===== src/rtl/exec_pkg.sv =====
// Shared types and sizing for the accumulator execute stage.
// Opcode encoding matches the controller's 3-bit op field.
package exec_pkg;

   localparam int DATA_W    = 8;
   localparam int OP_W      = 3;
   localparam int SHAMT_W   = 3;
   localparam int MUL_STEPS = DATA_W;

   typedef enum logic [OP_W-1:0] {
      ADD   = 3'd0,
      SUB   = 3'd1,
      AND   = 3'd2,
      XOR   = 3'd3,
      SHL   = 3'd4,
      SHR   = 3'd5,
      MULLO = 3'd6,
      MULHI = 3'd7
   } op_e;

   typedef enum logic [1:0] {
      IDLE  = 2'd0,
      SHIFT = 2'd1,
      MUL   = 2'd2,
      WB    = 2'd3
   } state_e;

endpackage


===== src/rtl/mul_iter.sv =====
// Sequential WxW shift-add multiplier: done is high W cycles after go, product valid then.
// No backpressure; a go while running restarts the multiply.
module mul_iter #(
   parameter int W = 8
) (
   input  logic           clk,
   input  logic           reset,
   input  logic           go,
   input  logic [W-1:0]   a,
   input  logic [W-1:0]   b,
   output logic           done,
   output logic [2*W-1:0] product
);

   localparam int CW = $clog2(W + 1);

   logic [2*W-1:0] mcand;
   logic [W-1:0]   mplier;
   logic [CW-1:0]  cnt;
   logic           run;

   // Bit 0 of b is consumed on the go cycle so the remaining W-1 steps plus the
   // done cycle give exactly W cycles from go to done.
   always_ff @(posedge clk) begin
      if (!reset) begin
         run     <= 1'b0;
         cnt     <= '0;
         mcand   <= '0;
         mplier  <= '0;
         product <= '0;
      end else if (go) begin
         run     <= 1'b1;
         cnt     <= CW'(W - 1);
         mcand   <= {{W{1'b0}}, a} << 1;
         mplier  <= b >> 1;
         product <= b[0] ? {{W{1'b0}}, a} : '0;
      end else if (run) begin
         if (cnt == '0) begin
            run <= 1'b0;
         end else begin
            if (mplier[0]) begin
               product <= product + mcand;
            end
            mcand  <= mcand << 1;
            mplier <= mplier >> 1;
            cnt    <= cnt - 1'b1;
         end
      end
   end

   assign done = run && (cnt == '0);

endmodule


===== src/rtl/acc_exec_unit.sv =====
// Execute stage feeding r0: ALU ops in 1 cycle, shifts 1+k cycles, multiplies W+1 cycles.
// busy stalls the controller; start while busy is dropped, no queueing.
module acc_exec_unit
   import exec_pkg::*;
#(
   parameter int W   = 8,
   parameter int OPW = 3
) (
   input  logic           clk,
   input  logic           reset,
   input  logic           start,
   input  logic [OPW-1:0] op,
   input  logic [W-1:0]   accData,
   input  logic [W-1:0]   opRegData,
   output logic           busy,
   output logic           regWrite,
   output logic [W-1:0]   writeData,
   output logic           carry,
   output logic           zero
);

   state_e               state, state_n;
   op_e                  op_q, op_in;
   logic [W-1:0]         shreg;
   logic [SHAMT_W-1:0]   cnt;
   logic [SHAMT_W-1:0]   k;
   logic                 launch;
   logic                 mul_go, mul_done;
   logic [2*W-1:0]       product;
   logic                 wb_load;
   logic [W-1:0]         wb_data;
   logic                 wb_carry;
   logic [W:0]           add_w, sub_w;
   logic [W-1:0]         sh_val;
   logic                 sh_out;

   assign op_in  = op_e'(op[OP_W-1:0]);
   assign k      = opRegData[SHAMT_W-1:0];
   assign launch = (state == IDLE) && start;
   assign mul_go = launch && ((op_in == MULLO) || (op_in == MULHI));

   // Bit W of the widened difference is the unsigned borrow.
   assign add_w = {1'b0, accData} + {1'b0, opRegData};
   assign sub_w = {1'b0, accData} - {1'b0, opRegData};

   assign busy     = (state != IDLE);
   assign regWrite = (state == WB);

   always_comb begin
      sh_val = {1'b0, shreg[W-1:1]};
      sh_out = shreg[0];
      if (op_q == SHL) begin
         sh_val = {shreg[W-2:0], 1'b0};
         sh_out = shreg[W-1];
      end
   end

   mul_iter #(.W(W)) u_mul (
      .clk     (clk),
      .reset   (reset),
      .go      (mul_go),
      .a       (accData),
      .b       (opRegData),
      .done    (mul_done),
      .product (product)
   );

   always_comb begin
      state_n  = state;
      wb_load  = 1'b0;
      wb_data  = writeData;
      wb_carry = 1'b0;
      unique case (state)
         IDLE: begin
            if (start) begin
               unique case (op_in)
                  ADD: begin
                     state_n  = WB;
                     wb_load  = 1'b1;
                     wb_data  = add_w[W-1:0];
                     wb_carry = add_w[W];
                  end
                  SUB: begin
                     state_n  = WB;
                     wb_load  = 1'b1;
                     wb_data  = sub_w[W-1:0];
                     wb_carry = sub_w[W];
                  end
                  AND: begin
                     state_n = WB;
                     wb_load = 1'b1;
                     wb_data = accData & opRegData;
                  end
                  XOR: begin
                     state_n = WB;
                     wb_load = 1'b1;
                     wb_data = accData ^ opRegData;
                  end
                  SHL, SHR: begin
                     if (k == '0) begin
                        state_n = WB;
                        wb_load = 1'b1;
                        wb_data = accData;
                     end else begin
                        state_n = SHIFT;
                     end
                  end
                  default: state_n = MUL;
               endcase
            end
         end
         SHIFT: begin
            // Final shift lands straight in writeData so WB follows without a gap.
            if (cnt == SHAMT_W'(1)) begin
               state_n  = WB;
               wb_load  = 1'b1;
               wb_data  = sh_val;
               wb_carry = sh_out;
            end
         end
         MUL: begin
            if (mul_done) begin
               state_n = WB;
               wb_load = 1'b1;
               if (op_q == MULHI) begin
                  wb_data = product[2*W-1:W];
               end else begin
                  wb_data  = product[W-1:0];
                  wb_carry = |product[2*W-1:W];
               end
            end
         end
         WB:      state_n = IDLE;
         default: state_n = IDLE;
      endcase
   end

   always_ff @(posedge clk) begin
      if (!reset) begin
         state     <= IDLE;
         op_q      <= ADD;
         shreg     <= '0;
         cnt       <= '0;
         writeData <= '0;
         carry     <= 1'b0;
         zero      <= 1'b0;
      end else begin
         state <= state_n;
         if (launch) begin
            op_q  <= op_in;
            shreg <= accData;
            cnt   <= k;
         end else if (state == SHIFT) begin
            shreg <= sh_val;
            cnt   <= cnt - 1'b1;
         end
         if (wb_load) begin
            writeData <= wb_data;
            carry     <= wb_carry;
            zero      <= (wb_data == '0);
         end
      end
   end

endmodule


===== config.mk =====
export PLATFORM = sky130hd
export DESIGN_NAME = acc_exec_unit
export DESIGN_NICKNAME = d
export VERILOG_FILES = /design/src/rtl/exec_pkg.sv /design/src/rtl/mul_iter.sv /design/src/rtl/acc_exec_unit.sv
export SDC_FILE = /design/constraint.sdc
export NUM_CORES = 1
export LEC_CHECK = 0
export ABC_AREA = 0
export BUFFER_PORTS_ARGS = -buffer_cell sky130_fd_sc_hd__buf_2
export CAP_MARGIN = 40
export CORE_UTILIZATION = 47
export CTS_CLUSTER_DIAMETER = 80
export DETAILED_ROUTE_END_ITERATION = 7
export GPL_ROUTABILITY_DRIVEN = 0
export PLACE_DENSITY = 0.69
export SETUP_SLACK_MARGIN = 0.2
export SLEW_MARGIN = 20
export SYNTH_ARGS = -nofsm -noshare
export SYNTH_HDL_FRONTEND = slang
export SYNTH_SLANG_ARGS = --single-unit
export TNS_END_PERCENT = 1

===== constraint.sdc =====
create_clock -name clk -period 2.5 [get_ports clk]
set_input_delay 0.5 -clock clk [delete_from_list [all_inputs] [get_ports clk]]
set_output_delay 0.5 -clock clk [all_outputs]
set_load 0.01 [all_outputs]

# After elaboration in Yosys (flattened, before gate mapping)
# Index checks and enable logic that the tools add are counted.
[word_totals]
register_bits = 69
wordCells = 109
[op_classes]
bitwise_logic = 4
addsub = 5
n_reduce_logical = 21
muxes = 48
n_eq_ne = 17
[op_table]
columns = ["operator", "n"]
rows = [
  ["8-bit two-way mux", 9],
  ["16-bit two-way mux", 4],
  ["8-bit one-hot mux with 5 select lines", 1],
  ["9-bit two-way mux", 3],
  ["8-bit one-hot mux with 3 select lines", 1],
  ["7-bit two-way mux", 3],
  ["3-bit == test, second input constant", 6],
  ["16-bit adder", 1],
  ["3-bit two-way mux", 5],
  ["1-bit two-way mux", 12],
  ["8-bit by 8-bit adder with 9-bit output", 1],
  ["8-bit by 8-bit subtractor with 9-bit output", 1],
  ["8-bit bitwise AND", 1],
  ["8-bit zero test", 1],
  ["2-bit two-way mux", 4],
  ["2-bit inequality test, second input constant", 4],
  ["2-bit one-hot mux with 4 select lines", 1],
  ["2-bit nonzero test", 4],
  ["8-bit OR reduction", 1],
  ["8-bit XOR", 1],
  ["3-bit by 1-bit == test with 1-bit output, second input constant", 2],
  ["3-bit by 2-bit == test with 1-bit output, second input constant", 2],
  ["3-bit zero test", 2],
  ["1-bit one-hot mux with 3 select lines", 2],
  ["other kinds (15)", 23],
]

# Depth between registers and ports, before layout
# Gate-level depths: netlist (run 1).
[depth]
ltp_word = 6
ltp_mapped = 11
mapped_depth_nobuf = 11

# Hierarchy
# A second synthesis (run 1) with hierarchy kept.
[hier_totals]
hier_cells = 716
hier_area_um2 = 5502.8
[by_module_without_submodules]
columns = ["mod", "n_inst", "area_each_um2", "seq_area_each_um2", "cells_per_inst"]
rows = [
  ["acc_exec_unit", 1, 2960.3, 520.5, 391],
  ["mul_iter", 1, 2542.4, 860.8, 325],
]

# Least setup slack after synthesis (run 1)
# No wires, ideal clock.
[synth_path]
path_kind = "in2reg"
from = "input port accData[0]"
to = "register zero"
setup_ns = 0.088
path_slack_ns = -0.203
required_time_ns = 2.412
stages = 10
arrival_ns = 2.615
path_cell_list = "ha_1 > inv_1 > fa_1 > o21bai_1 > a21oi_1 > o31ai_1 > xnor2_1 > or3_2 > a32o_1 > o32ai_2"
[synth_between]
elab_chain_cells = 5
word_cells_on_any_way = 9
classes_between = "add/sub (2); mux (4); bitwise (2); reduce/logical (1)"
[synth_lines]
columns = ["item", "line_no", "rtl"]
rows = [
  ["from (decl)", "acc_exec_unit.sv:13", "input logic [W-1:0] accData,"],
  ["8-bit by 8-bit subtractor with 9-bit output, or another cell as far along", "acc_exec_unit.sv:44", "assign sub_w = {1'b0, accData} - {1'b0, opRegData};"],
  ["8-bit one-hot mux with 5 select lines *", "acc_exec_unit.sv:76", "unique case (op_in)"],
  ["8-bit two-way mux *", "acc_exec_unit.sv:75", "if (start) begin"],
  ["8-bit one-hot mux with 3 select lines *", "acc_exec_unit.sv:73", "unique case (state)"],
  ["8-bit zero test *", "acc_exec_unit.sv:160", "zero <= (wb_data == '0);"],
  ["to (signal assigned)", "acc_exec_unit.sv:160", ""],
  ["to (decl)", "acc_exec_unit.sv:19", "output logic zero"],
]
# Mark *: on every way between the ends. The rest lies on a longest branch, timed or not.
# A chain may end at the register's enable or synchronous reset.

# Final worst setup path (run 1)
[layout_path]
from = "register op_q[1]"
to = "register zero"
[layout_between]
elab_chain_cells = 5
word_cells_on_any_way = 8
classes_between = "eq/ne (2); mux (5); reduce/logical (1)"
[layout_lines]
columns = ["item", "line_no", "rtl"]
rows = [
  ["from (decl)", "acc_exec_unit.sv:23", "op_e op_q, op_in;"],
  ["from (signal assigned)", "acc_exec_unit.sv:150", "op_q <= op_in;"],
  ["3-bit == test, on equally long branches", "acc_exec_unit.sv:125, acc_exec_unit.sv:52", ""],
  ["8-bit two-way mux, on equally long branches", "acc_exec_unit.sv:125, acc_exec_unit.sv:52", ""],
  ["8-bit two-way mux, on equally long branches", "acc_exec_unit.sv:122, acc_exec_unit.sv:114", ""],
  ["8-bit one-hot mux with 3 select lines *", "acc_exec_unit.sv:73", ""],
  ["8-bit zero test *", "acc_exec_unit.sv:160", ""],
]
# Marks and branches as above.

==> out/results.ini, run 1 <==
[sta]
timing.final.crit_period_ns=2.52
worstMarginPinSlew_ns=0.552
setup_viol=1
rsz0062_at_grt=yes
hold_slack_ns=0.419
finalCritPeriodShare_pct=101
post-route-worst-setup-slack_ns=-0.0209
timing.final.max_slew_violations=0
sum_of_negative_setup_slack_ns=-0.0209
max_clock_freq_ghz=0.397
relative_slew_slack_pct=63.1
finalHoldViolCount=0
skew_ns=0.00909

[drt]
routed_wirelength_mm=16.5
routed_via_count_divided_by_cell_count=5.95
wl_per_cell_um=18.1
drc=0
drt.antenna.violating_nets=0
vias=5436
detailedRoute.firstIterationViolations=418
detail_route.first_pass.iterations=5

[global_routing]
global_route.peak_usage_layer=met2
grt_first_pass_wirelength_mm=26.6
use_met1_pct=39.0
grt_use_met3_pct=7.72
use_met2_pct=48.2
antenna_found_initial=0
globalRouteOverflowTotal=0
grt_start_max_net_pins=40
global_route.usage.total_pct=30.1
grt_pass1_vias=5333

[synthesis]
post-synth-top-area-fraction_pct=26.8
synth_area_leaders=dfxtp_1 (27%), ha_1 (9.2%), nand2_1 (6.6%)
synth_seq_area_share_pct=26.8
syn-cell-area_sq_um=5160
synth-edff-count=0
postSynthRegisterBits=69
async_flop_share_pct=0
avgSynthCellArea_sq_um=7.78
synth_warnings=0
yosys.cell_types.count=79
syn-instance-count=664
synth_nets=727
synth_top_flop_cell=dfxtp_1
post-synth-top-area-cell=dfxtp_1

[worst_hold_path]
worst_hold_path.num_cells=3
min_path_type=primary input to flip-flop

[pwr]
power.total_mw=4.61
p_seq_share_pct=31.6
internal_power_mw=2.78
p_sw_share_pct=39.7
power_switching_mw=1.83
p_comb_share_pct=48.0
vdd_ir_drop_max_uv=656
cellPowerDensity_nw_per_um2=688
power.static_leakage_nw=2.77
clkPwrFrac_pct=20.4

[status]
run_status=finished with violations
violations_in_the_final_reports=negative setup slack

[worst_setup_path]
required_ns=2.78
worstPathMaxFanout=6
start_kind=flip-flop
endpoint_kind=flip-flop
worst_r2r_path_depth=10
cp_data_arrival_time_ns=2.80
worstSetupPathType=flip-flop to flip-flop

[cells_and_area]
diodes=0
final_cells=914
nFillCells=902
drive_gt1_share_pct=31.2
postLayoutCellArea_sq_um=6710
multiInputGateArea_sq_um=3810
area_delta_synth_final_pct=29.9
final-seq-area_sq_um=1400
fin_nets=836
final_util_pct=63.8

[clock_tree]
clk_latency_ns=0.37
cts_made_buffers=9
worst_setup_hold_path_clk_slew_ns=0.08
max-clock-path-buffers=2
clock_tree.root_cell=clkbuf_8
holdBufCountCts=0
clkSinkCount=69
clock_tree_from_tritoncts=done
htreeDepth=3

[placement]
placement.setup.worst_slack_ns=-0.477
placedCellCount=887
place.detailed.hpwl_mm=12.2
place_area_sq_um=6020
placement.io_buffers=33

[floorplan]
initial_core_util_pct=49.1
top_level_ports=34
die_h_um=107
chipWidth_um=107
placement_rows=37
design.die.area_sq_um=11400
core-area_sq_um=10500

[job]
max_cap_viol_count=0

## repair_timing
item	in CTS	in global routing
pin swaps	24	27
setup endpoints to repair	6	23
gates resized for setup	39	58
buffers inserted	6	5
hold endpoints to repair	0	0
## flip-flops by register name, indices dropped and copies added, names as in the netlist
| register | flops |
|---|---|
| op_q | 3 |
| u_mul.product | 16 |
| u_mul.mplier | 7 |
| carry | 1 |
| u_mul.cnt | 4 |
| writeData | 8 |
| u_mul.mcand | 15 |
| zero | 1 |
| shreg | 8 |
| cnt | 3 |
| u_mul.run | 1 |
| state | 2 |
## worst max-delay path: stages, from the launching register on
cell       delay, ns
dfxtp_2         0.36
nor3b_4         0.23
buf_6           0.19
buf_4           0.16
mux2i_1         0.25
o22ai_1         0.13
a21oi_2         0.17
or2_0           0.17
o2111ai_1       0.12
or4_4           0.44
o32ai_2         0.22
## cells by family (layout without fill, tap and decap cells)
kind of cell / after synthesis / after routing / synth area share (%)
xor+xnor: 20 / 20 / 3.39
compound gates: 190 / 190 / 24.6
flops: 69 / 69 / 26.8
mux: 31 / 31 / 6.30
simple gates: 241 / 241 / 22.1
fa+ha+maj: 41 / 41 / 10.4
buf+inv: 72 / 186 / 6.47
## synth_stat cells (all sizes together) (15+ instances only)
master and n:
a21oi 60, a311oi 15, clkbuf 26, dfxtp 69, ha 38, inv 34
mux2i 28, nand2 91, nand3 19, nor2 69, nor3 15, o21ai 34
## metal layers
| metal | part of all wire (%) | vias to the layer above |
|---|---|---|
| met3 | 7.4 | 47 |
| met2 | 46 | 227 |
| met1 | 43 | 2569 |
| li1 | - | 2593 |
| met5 | 0 | - |
| met4 | 3.0 | 0 |
## placed cells by master, fill, tap and decap left out, types with 4 or more instances in the layout
master,netlist,layout
a211oi_1,14,12
a21o_1,5,5
a21oi_1,59,54
a21oi_2,1,6
a311oi_1,15,15
buf_2,4,31
buf_4,0,95
buf_6,3,8
clkbuf_8,2,9
dfxtp_1,69,58
dfxtp_2,0,10
ha_1,38,28
ha_2,0,4
ha_4,0,6
inv_1,32,25
inv_2,2,8
mux2i_1,28,23
mux2i_4,0,4
nand2_1,91,89
nand2b_1,9,9
nand3_1,18,16
nor2_1,69,68
nor2b_1,6,4
nor3_1,14,14
o211ai_1,4,4
o21a_1,6,6
o21ai_0,27,23
o21ai_1,6,8
o21bai_1,4,4
o22ai_1,9,6
xnor2_1,14,13
xor2_1,6,6
## path summary, 6_finish.rpt
| path | slack, ns | to | startpoint |
|---|---|---|---|
| max | -0.02 | zero | op_q[1] |
| min | 0.42 | u_mul.mplier[6] | opRegData[7] |
| max reg2reg | -0.02 | zero | op_q[1] |
| min reg2reg | 0.47 | u_mul.mcand[15] | u_mul.mcand[14] |
## power by group through the flow
stage | sequential (mW) | clock (mW) | combinational [mW]
2_1_floorplan | 1.40 | 0 | 1.27
3_3_place_gp | 1.41 | 0 | 1.86
3_5_place_dp | 1.42 | 0 | 1.93
4_1_cts | 1.41 | 0.960 | 2.05
5_1_grt | 1.47 | 1.01 | 2.42
6_report | 1.46 | 0.940 | 2.22
## area by class of cell
class                           instances  area share, %
Clock buffer                           10           1.90
Clock inverter                          6           1.06
Inverter                               34           1.98
Multi-Input combinational cell        523           56.8
Sequential cell                        69           20.8
Tap cell                              136           2.54
Timing Repair Buffer                  136           14.9
No activity file was read; power rests on OpenSTA's default activity.
==> run 2, diff against run 1 <==
--- a/config.mk
+++ b/config.mk
@@ -5,7 +5,8 @@
 export SDC_FILE = /design/constraint.sdc
 export NUM_CORES = 1
 export LEC_CHECK = 0
-export ABC_AREA = 0
+export ABC_AREA = 1
+export ABC_CLOCK_PERIOD_IN_PS = 2500
 export BUFFER_PORTS_ARGS = -buffer_cell sky130_fd_sc_hd__buf_2
 export CAP_MARGIN = 40
 export CORE_UTILIZATION = 47
==> run 2 against run 1 <==
Effect of this change:
- the flow now finishes without violations
- fmax rose by 9.4%
- clock-buffer cell count rose by 1
- wire length fell by 5.9%
- final cell count rose by 11%
- sequential cell count did not move
- non-clock buffer count fell by 76
- register-to-register slack improved by 0.22 ns
- utilization fell by 9.5 points
- total power fell by 16%
- final area fell by 12%
- clock skew rose by 0.0063 ns
- largest power group unchanged
- highest routed layer unchanged
==> out/results.ini, run 2 <==
[floorplan]
die_h_um=108  ; +0.77%
top_level_ports=34  ; unchanged
chipWidth_um=108  ; +0.77%
placement_rows=38  ; +2.7%
design.die.area_sq_um=11600  ; +1.6%
initial_core_util_pct=48.4  ; -0.75 points
core-area_sq_um=10800  ; +3.2%

[cells_and_area]
postLayoutCellArea_sq_um=5890  ; -12%
drive_gt1_share_pct=13.6  ; -18 points
top_library_cells_by_usage_in_the_layout_fill_and_taps_aside=nand2_1 (209), inv_1 (111), nor2_1 (69), a21oi_1 (68), dfxtp_1 (67)
max_flop_register=u_mul.product
layout_commonest_cell=nand2_1
fin_nets=930  ; +11%
layout_top_registers=u_mul.product (16), u_mul.mcand (15)
nFillCells=1068  ; +18%
largest_reg_flops=16  ; unchanged
area_delta_synth_final_pct=12.4
diodes=0  ; unchanged

[status]
run_status=completed

[drt]
routed_wirelength_mm=15.6  ; -5.9%
detailedRoute.firstIterationViolations=407  ; -2.6%
drc=0  ; unchanged
routed_via_count_divided_by_cell_count=5.61  ; -5.6%
wl_per_cell_um=15.4  ; -15%
vias=5679  ; +4.5%
detail_route.first_pass.iterations=5  ; unchanged
drt.antenna.violating_nets=0  ; unchanged

[placement]
placement.io_buffers=33  ; unchanged
place_area_sq_um=5670  ; -6.0%
place.detailed.hpwl_mm=12.2  ; +0.74%

[sta]
finalHoldViolCount=0  ; unchanged
skew_ns=0.0154  ; +0.00631 ns
rsz0062_at_grt=yes
finalCritPeriodShare_pct=92.2  ; -8.6 points
setup_viol=0  ; -1
relative_slew_slack_pct=58.4  ; -4.8 points
timing.final.max_slew_violations=0  ; unchanged
max_clock_freq_ghz=0.434  ; +9.4%
sum_of_negative_setup_slack_ns=0  ; +0.0209 ns
timing.final.crit_period_ns=2.30  ; -0.216 ns
worstMarginPinSlew_ns=0.622  ; +0.0707 ns

[worst_hold_path]
holdCritStartpoint=reset
min_path_type=primary input to flip-flop
hold_end=u_mul.product[0]
worst_hold_path.num_cells=3  ; unchanged

[synthesis]
synth-edff-count=0  ; unchanged
synth_top_cells_by_count=nand2_1 (210), inv_1 (111), dfxtp_1 (69), nor2_1 (69), a21oi_1 (68)
syn-instance-count=819  ; +23%
async_flop_share_pct=0  ; unchanged
synth_area_leaders=dfxtp_1 (26%), nand2_1 (15%), ha_1 (9.1%)
avgSynthCellArea_sq_um=6.40  ; -18%
postSynthRegisterBits=69  ; unchanged
post-synth-top-area-cell=dfxtp_1
synth_warnings=0  ; unchanged
synth_top_flop_cell=dfxtp_1
synth_seq_area_share_pct=26.3  ; -0.41 points
syn-cell-area_sq_um=5250  ; +1.6%
yosys.cell_types.count=45  ; -43%
synth_nets=882  ; +21%
post-synth-top-area-fraction_pct=26.3  ; -0.41 points
yosys.cell_count.top_type=nand2_1

[worst_setup_path]
worstSetupPathType=flip-flop to flip-flop
worstPathMaxFanout=8  ; +2
required_ns=2.78  ; about the same
cp_data_arrival_time_ns=2.59  ; -0.21 ns
worst_r2r_path_depth=8  ; -2
worstReg2RegStart=state[0]
reg2reg_slack_ns=0.20  ; +0.22 ns
start_kind=flip-flop
endpoint_kind=flip-flop
timing.rr.end=shreg[6]
setup.worst_path.start=state[0]

[clock_tree]
clock_tree_from_tritoncts=done
max-clock-path-buffers=2  ; unchanged
cts_made_buffers=9  ; unchanged
worst_setup_hold_path_clk_slew_ns=0.07  ; about the same
clock_tree.root_cell=clkbuf_8
clk_latency_ns=0.37  ; about the same
clkSinkCount=69  ; unchanged
htreeDepth=3  ; unchanged

[job]
max_cap_viol_count=0  ; unchanged

[global_routing]
antenna_found_initial=0  ; unchanged
globalRouteOverflowTotal=0  ; unchanged
grt_start_max_net_pins=46  ; +15%
global_route.usage.total_pct=28.7  ; -1.4 points
grt_first_pass_wirelength_mm=25.9  ; -2.8%
grt_pass1_vias=5433  ; +1.9%

[pwr]
power.total_mw=3.89  ; -16%
vdd_ir_drop_max_uv=368  ; -44%
cellPowerDensity_nw_per_um2=661  ; -3.9%
power.static_leakage_nw=2.79  ; +0.76%

run 2: cell families after synthesis:
| kind of cell | after synthesis | share of synthesized area (%) |
|---|---|---|
| buf+inv | 139 | 10.5 |
| fa+ha+maj | 41 | 10.2 |
| simple gates | 393 | 33.0 |
| xor+xnor | 7 | 1.17 |
| compound gates | 170 | 18.8 |
| flops | 69 | 26.3 |
run 2: through the flow:
| step | cells | util, % | worst slack (ns) | hold slack [ns] |
|---|---|---|---|---|
| after floorplan | 819 | - | 0.312 | 0.444 |
| after global placement | 995 | 52.3 | -0.00240 | 0.458 |
| after detailed placement | 995 | 52.3 | -0.0340 | 0.463 |
| after CTS | 1011 | 54.2 | 0.202 | 0.445 |
| after global routing | 1012 | 54.4 | 0.0707 | 0.450 |
| final | 1012 | 54.4 | 0.195 | 0.449 |
run 2: routing by layer:
| layer | wire length [um] | vias up | part of all wire [%] | global-route usage [%] |
|---|---|---|---|---|
| met4 | 474 | 0 | 3.0 | 11.9 |
| met3 | 985 | 36 | 6.3 | 5.81 |
| li1 | - | 2810 | - | - |
| met2 | 7030 | 200 | 45 | 46.1 |
| met5 | 0 | - | 0 | 0 |
| met1 | 7060 | 2633 | 45 | 37.2 |
run 2: report_power, final:
part	switching, mW	leakage, nW	internal [mW]
combinational	0.966	2.12	0.530
sequential	0.160	0.563	1.27
clock	0.455	0.102	0.515
run 2: worst max-delay path by stage:
stage                              to  cells after the start
floorplan                        zero                     16
global placement                 zero                     18
CTS                 u_mul.product[11]                     13
global route                   cnt[1]                      9
detailed placement               zero                     17
finish                       shreg[6]                      8
run 2: worst max-delay path: stages, from the launching register on:
cell	delay, ns
dfxtp_1	0.36
inv_1	0.09
ha_1	0.31
nand2_2	0.24
clkinv_1	0.28
nor2_1	0.29
inv_1	0.20
or2_2	0.33
a31oi_1	0.14
run 2: final cells by class:
cell class / instances / area (sq um) / share of cell area (%)
clock inverter: 5 / 58.8 / 0.998
clock buffer: 11 / 151 / 2.57
multi-input combinational: 611 / 3320 / 56.3
inverter: 116 / 435 / 7.39
timing repair buffer: 60 / 368 / 6.24
tap: 140 / 175 / 2.97
sequential: 69 / 1380 / 23.5
run 2: what timing repair did:
action	4_1_cts	5_1_grt
setup buffers	0	1
hold buffers	0	0
pin swaps	0	4
setup endpoints to repair	1	31
resized for setup	1	8
==> run 3, diff against run 2 <==
--- a/config.mk
+++ b/config.mk
@@ -9,11 +9,13 @@
 export ABC_CLOCK_PERIOD_IN_PS = 2500
 export BUFFER_PORTS_ARGS = -buffer_cell sky130_fd_sc_hd__buf_2
 export CAP_MARGIN = 40
-export CORE_UTILIZATION = 47
+export CELL_PAD_IN_SITES_DETAIL_PLACEMENT = 0
+export CELL_PAD_IN_SITES_GLOBAL_PLACEMENT = 1
+export CORE_UTILIZATION = 40
 export CTS_CLUSTER_DIAMETER = 80
 export DETAILED_ROUTE_END_ITERATION = 7
 export GPL_ROUTABILITY_DRIVEN = 0
-export PLACE_DENSITY = 0.69
+export PLACE_DENSITY = 0.8
 export SETUP_SLACK_MARGIN = 0.2
 export SLEW_MARGIN = 20
 export SYNTH_ARGS = -nofsm -noshare
==> run 3 against run 2 <==
Effect of this change:
- sequential power about the same
- total power up 8.2%
- worst hold slack better by 0.021 ns
- wire length up 4.7%
- clock-buffer cell count up 2
- final cell count up 3.4%
- clock power up 27%
- final area up 3.7%
- non-clock buffer count up 4
- critical path type is now primary input to flip-flop
- largest cell class unchanged
==> out/results.ini, run 3 (synthesized netlist as in run 2, its figures left out) <==
[status]
run_status=completed

[worst_setup_path]
timing.critical_path.to=zero
path_buf_inv=2  ; -1
timing.rr.end=u_mul.product[11]
endpoint_kind=flip-flop
start_kind=primary input
path_cells=buf_4 -> ha_4 -> inv_1 -> fa_2 -> nand3b_1 -> nand2_1 -> nor2_2 -> nand2_1 -> nand2_1 -> nand2_1 -> nor2_2 -> nand2_1 -> nor2_2 -> nand2_1 -> nor2_1 -> nand4_1 -> a21oi_1
worstPathMaxFanout=3  ; -5
crit_top_cell=nand2_1
worst_r2r_path_depth=13  ; +5
slowest_stage=fa_2
worstReg2RegStart=u_mul.product[1]
critical-path-max-stage-delay_ns=0.52  ; +0.16 ns
reg2reg_slack_ns=0.31  ; +0.11 ns
setup.worst_path.start=opRegData[0]
total_stage_count_of_the_critical_path=17  ; +9
cp_data_arrival_time_ns=2.48  ; -0.11 ns
worstSetupPathType=primary input to flip-flop
required_ns=2.77  ; about the same
timing.critical_path.max_delay_family=simple AND/OR/NAND/NOR gates

[clock_tree]
clock_tree_from_tritoncts=done
max-clock-path-buffers=2  ; unchanged
cts_made_buffers=9  ; unchanged
clkSinkCount=69  ; unchanged
worst_setup_hold_path_clk_slew_ns=0.05  ; -0.02 ns
clk_latency_ns=0.34  ; -0.03 ns
htreeDepth=3  ; unchanged
clock_tree.root_cell=clkbuf_16

[placement]
placement.setup.worst_slack_ns=-0.00118  ; +0.0328 ns
placement.io_buffers=33  ; unchanged
placedCellCount=1028  ; +3.3%
place.detailed.hpwl_mm=12.8  ; +4.7%

[floorplan]
chipWidth_um=117  ; +8.2%
die_h_um=117  ; +8.2%
top_level_ports=34  ; unchanged
initial_core_util_pct=41.2  ; -7.2 points
design.die.area_sq_um=13600  ; +17%
placement_rows=41  ; +7.9%
core-area_sq_um=12700  ; +17%

[worst_hold_path]
min_path_type=flip-flop to flip-flop
worst_hold_path.num_cells=2  ; -1

[sta]
timing.final.crit_period_ns=2.21  ; -0.0956 ns
setup_viol=0  ; unchanged
max_clock_freq_ghz=0.453  ; +4.3%
rsz0062_at_grt=yes
finalHoldViolCount=0  ; unchanged
skew_ns=0.0105  ; -0.00493 ns
timing.final.max_slew_violations=0  ; unchanged
relative_slew_slack_pct=58.5  ; +0.16 points
hold_slack_ns=0.470  ; +0.0212 ns
worstMarginPinSlew_ns=0.620  ; -0.00242 ns
finalCritPeriodShare_pct=88.4  ; -3.8 points
post-route-worst-setup-slack_ns=0.291  ; +0.0956 ns

[drt]
routed_wirelength_mm=16.3  ; +4.7%
vias=5576  ; -1.8%
detail_route.first_pass.iterations=5  ; unchanged
routed_via_count_divided_by_cell_count=5.33  ; -5.0%
wl_per_cell_um=15.6  ; +1.3%
drt.antenna.violating_nets=0  ; unchanged
detailedRoute.firstIterationViolations=305  ; -25%
drc=0  ; unchanged

[pwr]
power.static_leakage_nw=2.86  ; +2.4%
power.total_mw=4.22  ; +8.2%
cellPowerDensity_nw_per_um2=690  ; +4.4%
vdd_ir_drop_max_uv=402  ; +9.3%

[global_routing]
grt_start_max_net_pins=36  ; -22%
grt_pass1_vias=5222  ; -3.9%
antenna_found_initial=0  ; unchanged
globalRouteOverflowTotal=0  ; unchanged
grt_first_pass_wirelength_mm=26.2  ; +0.96%
global_route.usage.total_pct=25.2  ; -3.4 points

[cells_and_area]
fin_nets=934  ; +0.43%
diodes=0  ; unchanged
max_flop_register=u_mul.product
top_library_cells_by_usage_in_the_layout_fill_and_taps_aside=nand2_1 (208), inv_1 (110), a21oi_1 (68), dfxtp_1 (67), nor2_1 (66)
area_delta_synth_final_pct=16.5
final_util_pct=48.0  ; -6.3 points
final_cells=1046  ; +3.4%
drive_gt1_share_pct=15.2  ; +1.6 points
layout_commonest_cell=nand2_1
largest_reg_flops=16  ; unchanged
layout_top_registers=u_mul.product (16), u_mul.mcand (15)

[job]
max_cap_viol_count=0  ; unchanged

run 3: cell types whose count changed in the layout (fill, tap and decap cells not counted), sizes merged:
cell,before,now
bufinv,1,0
clkbuf,11,13
buf,60,64
clkinvlp,2,0
clkinv,3,2
run 3: timing repair:
item,CTS,global route
pin swaps,0,13
setup buffers,0,4
hold buffers,0,0
resized for setup,3,26
setup endpoints to repair,1,13
endpoints found under the hold margin,0,0
run 3: how the worst min path moves through the flow:
stage	slack [ns]	end	start
6_report	0.47	u_mul.mplier[1]	u_mul.mplier[1]
5_1_grt	0.49	u_mul.mplier[1]	u_mul.mplier[1]
4_1_cts	0.47	u_mul.mplier[3]	opRegData[4]
3_5_place_dp	0.46	u_mul.mplier[1]	u_mul.mplier[1]
3_3_place_gp	0.46	u_mul.mplier[1]	u_mul.mplier[1]
2_1_floorplan	0.44	u_mul.mplier[1]	u_mul.mplier[1]
run 3: power breakdown:
| part | switching (mW) | internal (mW) |
|---|---|---|
| clock network | 0.459 | 0.766 |
| registers | 0.163 | 1.27 |
| logic | 0.993 | 0.564 |
run 3: cell type report:
class	instances	area, sq um
Fill cell	1368	6610
Multi-Input combinational cell	611	3380
Sequential cell	69	1390
Inverter	116	435
Timing Repair Buffer	64	407
Clock buffer	13	280
Tap cell	172	215
Clock inverter	1	5.00
run 3: routing by layer:
layer,vias to the layer above,share of wire (%),track usage (%)
met1,2606,47,32.6
met5,-,0,0
met4,0,2.4,9.06
li1,2819,-,-
met3,26,4.0,4.00
met2,125,47,42.4
run 3: worst register-to-register path, delay by kind of cell (launching register included):
family	cells	cell delay, ns
simple gates	3	0.30
flops	1	0.36
buf+inv	3	0.26
compound gates	5	0.69
fa+ha+maj	2	0.51
run 3: per-stage QoR:
step / area, sq um / setup TNS (ns)
global placement: 5710 / 0
detailed placement: 5710 / -0.00118
global route: 6110 / 0
CTS: 6000 / 0
floorplan: 5250 / 0
finish: 6110 / 0
